--- src/rtl/gpu_div_pkg.sv ---
// Shared types and helpers for the shared iterative divider scheduler.
// Optional feature macro: DIV_FASTPATH_EN (trivial divisors bypass the iteration).
package gpu_div_pkg;

    typedef enum logic [1:0] {
        DIV_IDLE = 2'd0,
        DIV_RUN  = 2'd1,
        DIV_DONE = 2'd2
    } div_state_t;

    // All-ones quotient returned when the divisor is zero, for widths up to 32.
    function automatic logic [31:0] div_zero_quotient(input int unsigned width);
        logic [31:0] q;
        if (width >= 32) begin
            q = '1;
        end else begin
            q = (32'd1 << width) - 32'd1;
        end
        return q;
    endfunction

endpackage

--- src/rtl/div_iter_core.sv ---
// Restoring shift/subtract divider, one quotient bit per clock, MSB first.
// The first quotient bit is produced on the start edge straight from the
// operand inputs, so the last bit lands DATA_BITS-1 edges later and valid
// pulses in the cycle after that final edge.
module div_iter_core #(
    parameter int DATA_BITS = 8
) (
    input  logic                 clk,
    input  logic                 reset,
    input  logic                 start,
    input  logic [DATA_BITS-1:0] dividend,
    input  logic [DATA_BITS-1:0] divisor,
    output logic [DATA_BITS-1:0] quotient,
    output logic [DATA_BITS-1:0] remainder,
    output logic                 valid
);

    localparam int CNT_W = (DATA_BITS > 1) ? $clog2(DATA_BITS) : 1;

    logic [DATA_BITS-1:0] rem_q;
    logic [DATA_BITS-1:0] quo_q;
    logic [DATA_BITS-1:0] dvsr_q;
    logic [CNT_W-1:0]     cnt_q;
    logic                 valid_q;

    logic [DATA_BITS-1:0] src_rem;
    logic [DATA_BITS-1:0] src_quo;
    logic [DATA_BITS-1:0] src_dvsr;
    logic [DATA_BITS:0]   shifted;
    logic [DATA_BITS:0]   diff;
    logic                 fits;
    logic [DATA_BITS-1:0] next_rem;
    logic [DATA_BITS-1:0] next_quo;

    // One restoring step: shift the next dividend bit into the partial
    // remainder and subtract the divisor when it fits.
    always_comb begin
        src_rem  = start ? '0       : rem_q;
        src_quo  = start ? dividend : quo_q;
        src_dvsr = start ? divisor  : dvsr_q;
        shifted  = {src_rem, src_quo[DATA_BITS-1]};
        diff     = shifted - {1'b0, src_dvsr};
        fits     = (shifted >= {1'b0, src_dvsr});
        next_rem = fits ? diff[DATA_BITS-1:0] : shifted[DATA_BITS-1:0];
        next_quo = {src_quo[DATA_BITS-2:0], fits};
    end

    // Iteration registers: load and take the first step on start, then
    // keep stepping until the bit counter runs out.
    always_ff @(posedge clk) begin
        if (reset) begin
            rem_q   <= '0;
            quo_q   <= '0;
            dvsr_q  <= '0;
            cnt_q   <= '0;
            valid_q <= 1'b0;
        end else if (start) begin
            rem_q   <= next_rem;
            quo_q   <= next_quo;
            dvsr_q  <= divisor;
            cnt_q   <= CNT_W'(DATA_BITS - 1);
            valid_q <= 1'b0;
        end else if (cnt_q != '0) begin
            rem_q   <= next_rem;
            quo_q   <= next_quo;
            cnt_q   <= cnt_q - 1'b1;
            valid_q <= (cnt_q == CNT_W'(1));
        end else begin
            valid_q <= 1'b0;
        end
    end

    assign quotient  = quo_q;
    assign remainder = rem_q;
    assign valid     = valid_q;

endmodule

--- src/rtl/shared_div_scheduler.sv ---
// Round-robin arbiter and sequencer sharing one iterative divider among
// THREADS requesting ALUs. One division is in flight at a time.
// Optional feature macro: DIV_FASTPATH_EN -- divisors 0 and 1 skip the RUN
// phase and complete one cycle after the grant.
//
// Handshake: req[i] is a level request sampled only while the FSM is idle;
// operands are captured on the grant edge. done[i] is a single-cycle pulse
// during which result slice i and div_zero[i] already hold the new values.
// A req still high in the cycle after done is treated as a new request.
module shared_div_scheduler
    import gpu_div_pkg::*;
#(
    parameter int THREADS   = 4,
    parameter int DATA_BITS = 8
) (
    input  logic                           clk,
    input  logic                           reset,
    input  logic [THREADS-1:0]             req,
    input  logic [THREADS*DATA_BITS-1:0]   rs_flat,
    input  logic [THREADS*DATA_BITS-1:0]   rt_flat,
    output logic [THREADS-1:0]             done,
    output logic [THREADS*DATA_BITS-1:0]   result_flat,
    output logic                           busy,
    output logic [THREADS-1:0]             div_zero,
    output div_state_t                     fsm_state
);

    localparam int IDX_W = (THREADS > 1) ? $clog2(THREADS) : 1;
    localparam logic [DATA_BITS-1:0] ZERO_Q = DATA_BITS'(div_zero_quotient(DATA_BITS));

    div_state_t state;
    div_state_t state_next;

    logic [IDX_W-1:0]             rr_ptr;
    logic [IDX_W-1:0]             grant_idx;
    logic                         zero_q;
    logic [THREADS*DATA_BITS-1:0] result_q;
    logic [THREADS-1:0]           div_zero_q;

    logic                 any_req;
    logic [IDX_W-1:0]     pick_idx;
    logic [IDX_W-1:0]     cand_idx;
    logic [DATA_BITS-1:0] pick_rs;
    logic [DATA_BITS-1:0] pick_rt;
    logic                 pick_zero;
    logic                 fast_hit;
    logic                 grant_now;
    logic                 core_start;

    logic [DATA_BITS-1:0] core_quotient;
    logic [DATA_BITS-1:0] core_remainder_unused;
    logic                 core_valid;

    // Rotating-priority search: first requester at or after rr_ptr, wrapping.
    always_comb begin
        any_req  = 1'b0;
        pick_idx = '0;
        cand_idx = '0;
        for (int k = 0; k < THREADS; k++) begin
            cand_idx = IDX_W'((int'(rr_ptr) + k) % THREADS);
            if (!any_req && req[cand_idx]) begin
                any_req  = 1'b1;
                pick_idx = cand_idx;
            end
        end
    end

    assign pick_rs   = rs_flat[pick_idx*DATA_BITS +: DATA_BITS];
    assign pick_rt   = rt_flat[pick_idx*DATA_BITS +: DATA_BITS];
    assign pick_zero = (pick_rt == '0);
    assign grant_now = (state == DIV_IDLE) && any_req;

`ifdef DIV_FASTPATH_EN
    // Divisor 0 or 1 has a trivial quotient, so no iteration is needed.
    assign fast_hit = (pick_rt[DATA_BITS-1:1] == '0);
`else
    assign fast_hit = 1'b0;
`endif

    assign core_start = grant_now && !fast_hit;

    div_iter_core #(
        .DATA_BITS (DATA_BITS)
    ) u_core (
        .clk       (clk),
        .reset     (reset),
        .start     (core_start),
        .dividend  (pick_rs),
        .divisor   (pick_rt),
        .quotient  (core_quotient),
        .remainder (core_remainder_unused),
        .valid     (core_valid)
    );

    // FSM state register.
    always_ff @(posedge clk) begin
        if (reset) begin
            state <= DIV_IDLE;
        end else begin
            state <= state_next;
        end
    end

    // FSM next-state: grant from idle, iterate until the core reports the
    // last bit, spend one cycle presenting the result.
    always_comb begin
        state_next = state;
        case (state)
            DIV_IDLE: begin
                if (any_req) begin
                    state_next = fast_hit ? DIV_DONE : DIV_RUN;
                end
            end
            DIV_RUN: begin
                if (core_valid) begin
                    state_next = DIV_DONE;
                end
            end
            DIV_DONE: begin
                state_next = DIV_IDLE;
            end
            default: begin
                state_next = DIV_IDLE;
            end
        endcase
    end

    // FSM outputs: busy outside idle, one-hot done pulse for the granted thread.
    always_comb begin
        done = '0;
        busy = (state != DIV_IDLE);
        if (state == DIV_DONE) begin
            done[grant_idx] = 1'b1;
        end
    end

    // Grant bookkeeping: remember who owns the divider and advance the pointer
    // past it so every other requester gets a turn first.
    always_ff @(posedge clk) begin
        if (reset) begin
            rr_ptr    <= '0;
            grant_idx <= '0;
            zero_q    <= 1'b0;
        end else if (grant_now) begin
            grant_idx <= pick_idx;
            zero_q    <= pick_zero;
            rr_ptr    <= (int'(pick_idx) == THREADS - 1) ? '0 : pick_idx + 1'b1;
        end
    end

    // Result registers: only the granted slice is written, on the edge that
    // enters DONE, so the value is visible alongside the done pulse.
    always_ff @(posedge clk) begin
        if (reset) begin
            result_q   <= '0;
            div_zero_q <= '0;
        end else if (grant_now && fast_hit) begin
            result_q[pick_idx*DATA_BITS +: DATA_BITS] <= pick_zero ? ZERO_Q : pick_rs;
            div_zero_q[pick_idx]                      <= pick_zero;
        end else if ((state == DIV_RUN) && core_valid) begin
            result_q[grant_idx*DATA_BITS +: DATA_BITS] <= zero_q ? ZERO_Q : core_quotient;
            div_zero_q[grant_idx]                      <= zero_q;
        end
    end

    assign result_flat = result_q;
    assign div_zero    = div_zero_q;
    assign fsm_state   = state;

endmodule

--- config.mk ---
export PLATFORM = sky130hd
export DESIGN_NAME = shared_div_scheduler
export DESIGN_NICKNAME = d
export VERILOG_FILES = /design/src/rtl/gpu_div_pkg.sv /design/src/rtl/div_iter_core.sv /design/src/rtl/shared_div_scheduler.sv
export SDC_FILE = /design/constraint.sdc
export NUM_CORES = 1
export LEC_CHECK = 0
export CORE_MARGIN = 5
export CORE_UTILIZATION = 52
export CTS_CLUSTER_SIZE = 40
export DETAILED_ROUTE_END_ITERATION = 8
export GPL_TIMING_DRIVEN = 0
export PLACE_DENSITY = 0.87
export SYNTH_ARGS = -nofsm -noshare
export SYNTH_HDL_FRONTEND = slang
export SYNTH_SLANG_ARGS = --single-unit
--- constraint.sdc ---
create_clock -name clk -period 5.8 [get_ports clk]
set_input_delay 1.16 -clock clk [delete_from_list [all_inputs] [get_ports clk]]
set_output_delay 1.16 -clock clk [all_outputs]
set_load 0.01 [all_outputs]
Yosys cells after proc, flatten, opt, wreduce, memory -nomap -nowiden

Index checks and enable logic that the tools add are counted.

Add/sub/neg operators: 7
$lt $le $gt $ge: 7
Equal/unequal tests: 6
Shift-type cells: 4
Multiplexer cells: 36
Bitwise gates (word level): 1
Reduce and logical (&&, ||, !) cells: 16

Operator list:

| cell                      | count |
|---|---|
| $mux W8                   | 9 |
| $shiftx A32 B6 Y8         | 2 |
| $neg A5 Y34               | 1 |
| $shift A8 B34 Y32 const A | 1 |
| $shiftx A8 B34 Y32        | 1 |
| $bwmux W32                | 1 |
| $lt A2 B3 Y1 const B      | 5 |
| $mux W2                   | 7 |
| $ge A9 B8 Y1              | 1 |
| $mux W1                   | 9 |
| $bmux W1 S2               | 4 |
| $logic_not A8 Y1          | 1 |
| $sub A8 B8 Y8             | 1 |
| $logic_and A1 B1 Y1       | 6 |
| $mux W3                   | 2 |
| $add A2 B1 Y2 const B     | 2 |
| $add A2 B2 Y2 const B     | 2 |
| $bwmux W4                 | 1 |
| $eq A2 B1 Y1 const B      | 2 |
| $mux W4                   | 1 |
| $pmux W2 S2               | 1 |
| $reduce_bool A2 Y1        | 2 |
| $eq A3 B1 Y1 const B      | 1 |
| $logic_not A1 Y1          | 3 |
| other kinds (11)          | 11 |

Flip-flop bits (word level): 71
Input bits: 70
Output and inout bits: 43
Word-level logic and storage cells: 88

Longest topological paths before layout

Gate-level depths: netlist (run 1).

Depth after elaboration: 18
Gate-level depth with buffers: 18

By module

From an unflattened synthesis (run 1), not the netlist that was laid out.

Cell total of the unflattened synthesis: 483
Area, all modules: 4,056.4 um^2

Modules (own cells, without submodules):

| module               | times used | cells an instance | area an instance (um^2) | seq. area each (um^2) |
|---|---|---|---|---|
| shared_div_scheduler | 1          | 278               | 2,396.0                 | 860.8 |
| div_iter_core        | 1          | 205               | 1,660.3                 | 560.5 |

Worst setup path after synthesis (run 1)

OpenSTA, ideal clock, no wires.

Path type: input -> register
From: input req[2]
To: register u_core.rem_q[1], in the netlist u_core.remainder[1]
Library setup time: 0.086 ns
Data arrival time: 4.256 ns
Required time: 5.714 ns
Slack: 1.458 ns
Stages: 17
Buffers on the path: 3
Cell sequence: nor2b_1 > nor3_1 > o22a_1 > buf_6 > buf_12 > buf_12 > mux2i_1 > mux2i_1 > mux2i_1 > ha_1 > nand4_1 > nor2_1 > a211o_1 > or3_1 > o21ai_2 > mux2_1 > a211oi_1

Word-level cells in the longest chain between the ends: 18
Elaborated cells on any way between the ends: 34
Classes of those cells: add/sub (1); order compare (1); shift (2); mux (22); reduce/logical (8)

Ends and longest elaborated chain:

| element                                         | RTL line                                 | source |
|---|---|---|
| start: declaration                              | shared_div_scheduler.sv:18               | `input logic [THREADS-1:0] req,` |
| $bmux W1 S2                                     | shared_div_scheduler.sv:61               | `if (!any_req && req[cand_idx]) begin` |
| $mux W1 (not written as such)                   | shared_div_scheduler.sv:61               |  |
| $mux W1                                         | shared_div_scheduler.sv:61               |  |
| $logic_not A1 Y1                                | shared_div_scheduler.sv:61               |  |
| $logic_and A1 B1 Y1                             | shared_div_scheduler.sv:61               |  |
| $mux W1                                         | shared_div_scheduler.sv:61               |  |
| $logic_not A1 Y1                                | shared_div_scheduler.sv:61               |  |
| $logic_and A1 B1 Y1                             | shared_div_scheduler.sv:61               |  |
| [... 2 more ...]                                | --                                       |  |
| $logic_and A1 B1 Y1                             | shared_div_scheduler.sv:61               |  |
| $mux W2 or $mux W1 (tied branches)              | shared_div_scheduler.sv:61               |  |
| $shiftx A32 B6 Y8, or another cell as far along | shared_div_scheduler.sv:68               | `assign pick_rs = rs_flat[pick_idx*DATA_BITS +: DATA_BITS];` |
| $mux W8, on equally long branches               | --                                       |  |
| $sub A8 B8 Y8 or $ge A9 B8 Y1 (tied branches)   | div_iter_core.sv:42, div_iter_core.sv:43 |  |
| $mux W8                                         | div_iter_core.sv:44                      | `next_rem = fits ? diff[DATA_BITS-1:0] : shifted[DATA_BITS-1:0];` |
| $mux W8                                         | div_iter_core.sv:63                      | `end else if (cnt_q != '0) begin` |
| $mux W8                                         | div_iter_core.sv:57                      | `end else if (start) begin` |
| end signal: assignment                          | div_iter_core.sv:58                      | `rem_q <= next_rem;` |
| end signal: assignment                          | div_iter_core.sv:64                      | `rem_q <= next_rem;` |
| end: declaration                                | div_iter_core.sv:20                      | `logic [DATA_BITS-1:0] rem_q;` |

Parallel ways exist; a longest one is shown, timed or not. The select of a mux whose other input is x is not followed.
A chain may end at the register's enable or synchronous reset.

Final worst setup path (run 1)

Same ends and word-level chain as after synthesis.

==> run metrics, run 1 <==
Final Skew=0.00754 ns; largest net degree at the start of global routing=12; Arr. time, crit path=5.45 ns; Post-synth ARST share=0%; startpoint types=input pin; Clock transition at path regs=0.07 ns; Worst slew margin=36.1%; Sw Share=between 30 and 40%; Top Ports=113; Power per Cell Area=267 nW/um^2; post-synthesis instance total=468; kind of critical path=input pin to register; width of the die=97.8 microns; Synth Flop Type=dfxtp_1; die height=97.8 microns; wire per inst=roughly 18 microns; FF+latch area=1420 sq um; Net Count, Synth=557; RSZ-0062 raised after global routing=false; Skew-Pair Late Insertion Delay=0.35 ns; Psw=between 400 and 500 uW; Synth cell types=54; Finish-stage setup viols=0; CP Capture Type=register; maximum VDD drop=around 0.00025 V; Routed WL=12300 microns; Leakage Power=2.12 nW; Starting Density=52.7%; worst setup margin=0.600 ns; share of cells above drive strength 1=7.23%; Tot Pwr=1.46 mW; clock buffer depth=2; commonest non-fill, non-tap cell in the layout=clkdlybuf4s50_1; fillers=around 590; Initial DRC Count=346; Clk Tree Root Cell=clkbuf_8; Mapped Area=4010 sq um; Die ar.=roughly 9600 sq um; most frequent cells in the layout=111 x clkdlybuf4s50_1, 71 x dfxtp_1, 54 x mux2i_1; internal power=988 uW; Tcrit/Tclk final=89.7%; Clk pwr share=27.6%; Final nets=679; Crit path required time=6.05 ns; # H-tree levels=3; cell row count=32; GR Util All Layers=roughly a quarter; post-place setup slack=0.330 ns; Synth area leaders=dfxtp_1 35%, mux2i_1 13%, ha_1 5.6%; Avg Inst Size Synth=8.56 sq um; CORE AREA=roughly 7600 sq um; Flop pwr share=37.7%; Worst Hold Margin=0.452 ns; crit path time final=5.20 ns; Post-synth EDFFs=0; dpl hpwl=9140 microns; first-pass GRT wire length=between 15000 and 20000 microns; ANT nets after route=0; max frequency=a little under 0.2 GHz; synth warn=0; DR vias=between 3000 and 4000; crit-path max FO=10; total clock sinks=around 70; vias in the first global route=slightly below 4000; initial antenna violation count=0; DR DRC count=0; area grow syn2layout=35.9%; CTS tree=yes; Setup TNS=0 ns; Num CTS Buffers=9; # hold bufs at CTS=0; final hold vios=0; multi-input combinational cell area=2390 sq um; final core utilization=71.6%; post-synth top area share=35.5%; Pre-Repair DR Iteration Count=8; vias per cell=around 5.7; Seq/Total Area, Yosys=a little over a third; number of diodes=0; part of the power in combinational logic=34.7%; max cap viols=0; run status=completed; worst min path class=register to register; worst slew pin tran=0.956 ns; Slew Viols, Final=0; routability cong.=0.898; gr ovfl total=0; Seq cells post-synth=71; cell taking the most area after synthesis=dfxtp_1; post-CTS sizing=0; Post-CTS Repair Setup Buffers=0; PortBufs=111
## cell type report
class | count | share of cell area (%)
Multi-Input combinational cell | 359 | 43.8
Sequential cell | 71 | 26.1
Timing Repair Buffer | 111 | 20.4
Clock buffer | 14 | 2.99
Buffer | 28 | 2.94
Tap cell | 102 | 2.34
Clock inverter | 2 | 0.712
Inverter | 10 | 0.689
## layer usage
layer / wire (microns) / part of all wire (%) / up-vias / GRT usage (%)
met5: 0 / 0 / - / 0
met2: 6460 / 52 / 176 / 45.8
met1: 4760 / 39 / 1879 / 28.5
li1: - / - / 1894 / -
met4: 306 / 2.5 / 0 / 7.88
met3: 777 / 6.3 / 38 / 6.79
## synth_stat cells (all sizes together) (2+ instances only)
master / number
or3: 2
nor4: 3
mux2i: 54
nor3: 4
or2: 9
xnor2: 2
and2b: 3
nand3: 21
a21boi: 3
a311oi: 2
o31a: 2
nor2b: 7
clkbuf: 14
and3b: 2
nand2: 53
a21oi: 43
and2: 14
nor3b: 11
mux2: 6
ha: 18
o21a: 6
a211oi: 14
o21ai: 6
nand4: 2
dfxtp: 71
a22oi: 8
nor2: 49
inv: 9
buf: 14
## stage by stage
step	area [sq um]	instances
floorplan	4010	468
global placement	5250	681
detailed placement	5250	681
CTS	5450	697
global route	5450	697
finish	5450	697
## state kept, by name, indices dropped and copies added (netlist names)
| name | cells |
|---|---|
| u_core.remainder | 8 |
| result_flat | 32 |
| fsm_state | 2 |
| u_core.valid | 1 |
| u_core.dvsr_q | 8 |
| rr_ptr | 2 |
| div_zero | 4 |
| zero_q | 1 |
| grant_idx | 2 |
| u_core.cnt_q | 3 |
| u_core.quotient | 8 |
## power groups by stage
stage                     Combinational [mW]  Clock [mW]  Sequential, mW
final                                  0.505       0.402           0.549
after global routing                   0.548       0.429           0.553
after CTS                              0.497       0.401           0.548
after detailed placement               0.486           0           0.559
after global placement                 0.466           0           0.556
after floorplan                        0.351           0           0.552
## cell families after synthesis
logic type / after synthesis / share of synthesized area [%]
AND/OR/NAND/NOR: 185 / 22.9
AO/OA/AOI/OAI: 93 / 15.0
flip-flops: 71 / 35.5
multiplexers: 60 / 15.2
buffers and inverters: 38 / 4.93
adder cells (fa/ha/maj): 19 / 6.12
XOR/XNOR: 2 / 0.437
## worst paths after layout
path / end / slack [ns] / start / depth (start not counted)
max: u_core.remainder[1] / 0.60 / req[2] / 16
min reg2reg: fsm_state[0] / 0.45 / u_core.valid / 1
min: fsm_state[0] / 0.45 / u_core.valid / 1
max reg2reg: u_core.remainder[1] / 1.61 / rr_ptr[0] / 17
## worst max-delay path, cell delays in order
cell	delay, ns
clkdlybuf4s50_1	0.49
nor2b_1	0.19
a21boi_0	0.25
o32a_1	0.20
buf_2	0.26
buf_2	0.30
mux2i_1	0.36
mux2i_1	0.17
ha_1	0.36
nand4_1	0.11
nor2_1	0.07
a211o_1	0.28
or3_1	0.35
o21ai_2	0.30
mux2_1	0.36
a211oi_1	0.24
Power figures use the tool's default switching activity.
==> run 2, diff against run 1 <==
--- a/config.mk
+++ b/config.mk
@@ -10,7 +10,7 @@
 export CTS_CLUSTER_SIZE = 40
 export DETAILED_ROUTE_END_ITERATION = 8
 export GPL_TIMING_DRIVEN = 0
-export PLACE_DENSITY = 0.87
+export PLACE_DENSITY = 0.86
 export SYNTH_ARGS = -nofsm -noshare
 export SYNTH_HDL_FRONTEND = slang
 export SYNTH_SLANG_ARGS = --single-unit
==> run metrics, run 2 (synthesis results as in run 1) <==
run status=completed; startpoint types=input pin; post-CTS sizing=0; CP Capture Type=register; # placed instances=just under 700; max frequency=roughly 0.20 GHz; Power per Cell Area=280 nW/um^2; met1 wire length=4750 microns; crit path time final=5.06 ns; worst slew pin tran=about 0.90 ns; PortBufs=111; area grow syn2layout=37.0%; Worst slew margin=39.7%; Leakage Power=2.13 nW; dpl hpwl=about 9300 microns; top routing layer in use=met4; Clock transition at path regs=0.09 ns; Flop pwr share=35.8%; GR Util All Layers=25.1%; number of diodes=0; Num CTS Buffers=9; Arr. time, crit path=between 5 and 6 ns; gr ovfl total=0; die height=97.8 microns; Setup TNS=0 ns; Psw=485 uW; Top Ports=113; routability cong.=0.893; post-route cell area=5490 sq um; Final Skew=slightly above 0.01 ns; total clock sinks=~70; RSZ-0062 raised after global routing=false; maximum VDD drop=0.000262 V; # hold bufs at CTS=0; commonest non-fill, non-tap cell in the layout=clkdlybuf4s50_1; clock buffer depth=2; internal power=1.05 mW; Slew Viols, Final=0; most frequent cells in the layout=111 x clkdlybuf4s50_1, 71 x dfxtp_1, 54 x mux2i_1; Clk Tree Root Cell=clkbuf_8; Detail Route met2 WL=6140 microns; Tcrit/Tclk final=87.3%; DR DRC count=0; max FFs per register=32; CTS tree=yes; Sw Share=31.6%; WL met3=around 810 microns; Final nets=679; Tot Pwr=1.53 mW; crit-path max FO=10; Initial DRC Count=317; dpl cell area=5250 sq um; Die ar.=between 9000 and 10000 sq um; width of the die=slightly below 100 microns; fin cells=around 700; first-pass GRT wire length=19500 microns; DR vias=4016; Skew-Pair Late Insertion Delay=0.36 ns; wire per inst=17.4 microns; Starting Density=52.7%; largest net degree at the start of global routing=14; ANT nets after route=0; # H-tree levels=3; Clk pwr share=31.8%; final hold vios=0; Crit path required time=6.07 ns; Routed WL=between 10000 and 15000 microns; cell row count=32; initial antenna violation count=0; vias in the first global route=just under 4000; CORE AREA=between 7000 and 8000 sq um; Post-CTS Repair Setup Buffers=0; worst min path class=register to register; share of cells above drive strength 1=slightly below 8%; Finish-stage setup viols=0; vias per cell=between 5 and 6; max cap viols=0; kind of critical path=input pin to register; part of the power in combinational logic=32.4%; Pre-Repair DR Iteration Count=6
[run 2: cell count changes in the layout (fill, tap and decap cells not counted), sizes merged]
| cell | before | now |
|---|---|---|
| clkinv | 2 | 3 |
| clkbuf | 28 | 23 |
| inv | 9 | 10 |
| bufinv | 1 | 3 |
| clkinvlp | 0 | 1 |
[run 2: final timing paths]
kind | from | endpoint | slack [ns] | cells past startpoint
setup / recovery | req[3] | u_core.remainder[1] | 0.74 | 18
hold / removal | result_flat[4] | result_flat[4] | 0.46 | 2
setup reg to reg | rr_ptr[0] | u_core.remainder[1] | 1.68 | 17
hold reg to reg | result_flat[4] | result_flat[4] | 0.46 | 2
[run 2: power groups by stage]
stage,combinational (mW),clock [mW],sequential (mW)
6_report,0.497,0.488,0.550
5_1_grt,0.541,0.508,0.554
4_1_cts,0.491,0.488,0.549
3_5_place_dp,0.487,0,0.560
3_3_place_gp,0.467,0,0.557
2_1_floorplan,0.351,0,0.552
[run 2: routing by layer]
metal | GRT usage (%) | up-vias
li1 | - | 1901
met1 | 28.9 | 1894
met2 | 44.7 | 174
met3 | 6.14 | 47
met4 | 9.80 | 0
met5 | 0 | -
[run 2: layout make-up]
| class | instances | area [sq um] |
|---|---|---|
| buffer | 28 | 160 |
| multi-input combinational | 359 | 2390 |
| timing repair buffer | 111 | 1110 |
| clock buffer | 9 | 124 |
| fill | 571 | 2120 |
| tap | 102 | 128 |
| inverter | 10 | 37.5 |
| clock inverter | 7 | 120 |
| sequential | 71 | 1420 |
[run 2: metrics by stage]
stage	setup slack, ns	hold WS, ns	util [%]
final	0.738	0.457	72.2
after CTS	0.784	0.456	72.2
after floorplan	1.46	0.421	-
after global routing	0.484	0.479	72.2
after global placement	0.506	0.440	69.0
after detailed placement	0.429	0.446	69.0
[run 2: critical path, stage by stage]
cell             delay, ns
clkdlybuf4s50_1       0.53
and2b_1               0.21
nor3b_2               0.19
o22a_1                0.18
buf_6                 0.14
buf_12                0.15
buf_12                0.14
mux2i_1               0.18
mux2i_1               0.12
mux2i_1               0.30
ha_1                  0.34
nand4_1               0.11
nor2_1                0.07
a211o_1               0.28
or3_1                 0.36
o21ai_2               0.27
mux2_1                0.36
a211oi_1              0.23
==> run 3, diff against run 2 <==
--- a/config.mk
+++ b/config.mk
@@ -14,3 +14,4 @@
 export SYNTH_ARGS = -nofsm -noshare
 export SYNTH_HDL_FRONTEND = slang
 export SYNTH_SLANG_ARGS = --single-unit
+export TNS_END_PERCENT = 5
==> results of run 3 <==
No change in the layout: final DEF, timing and power equal those of run 2.
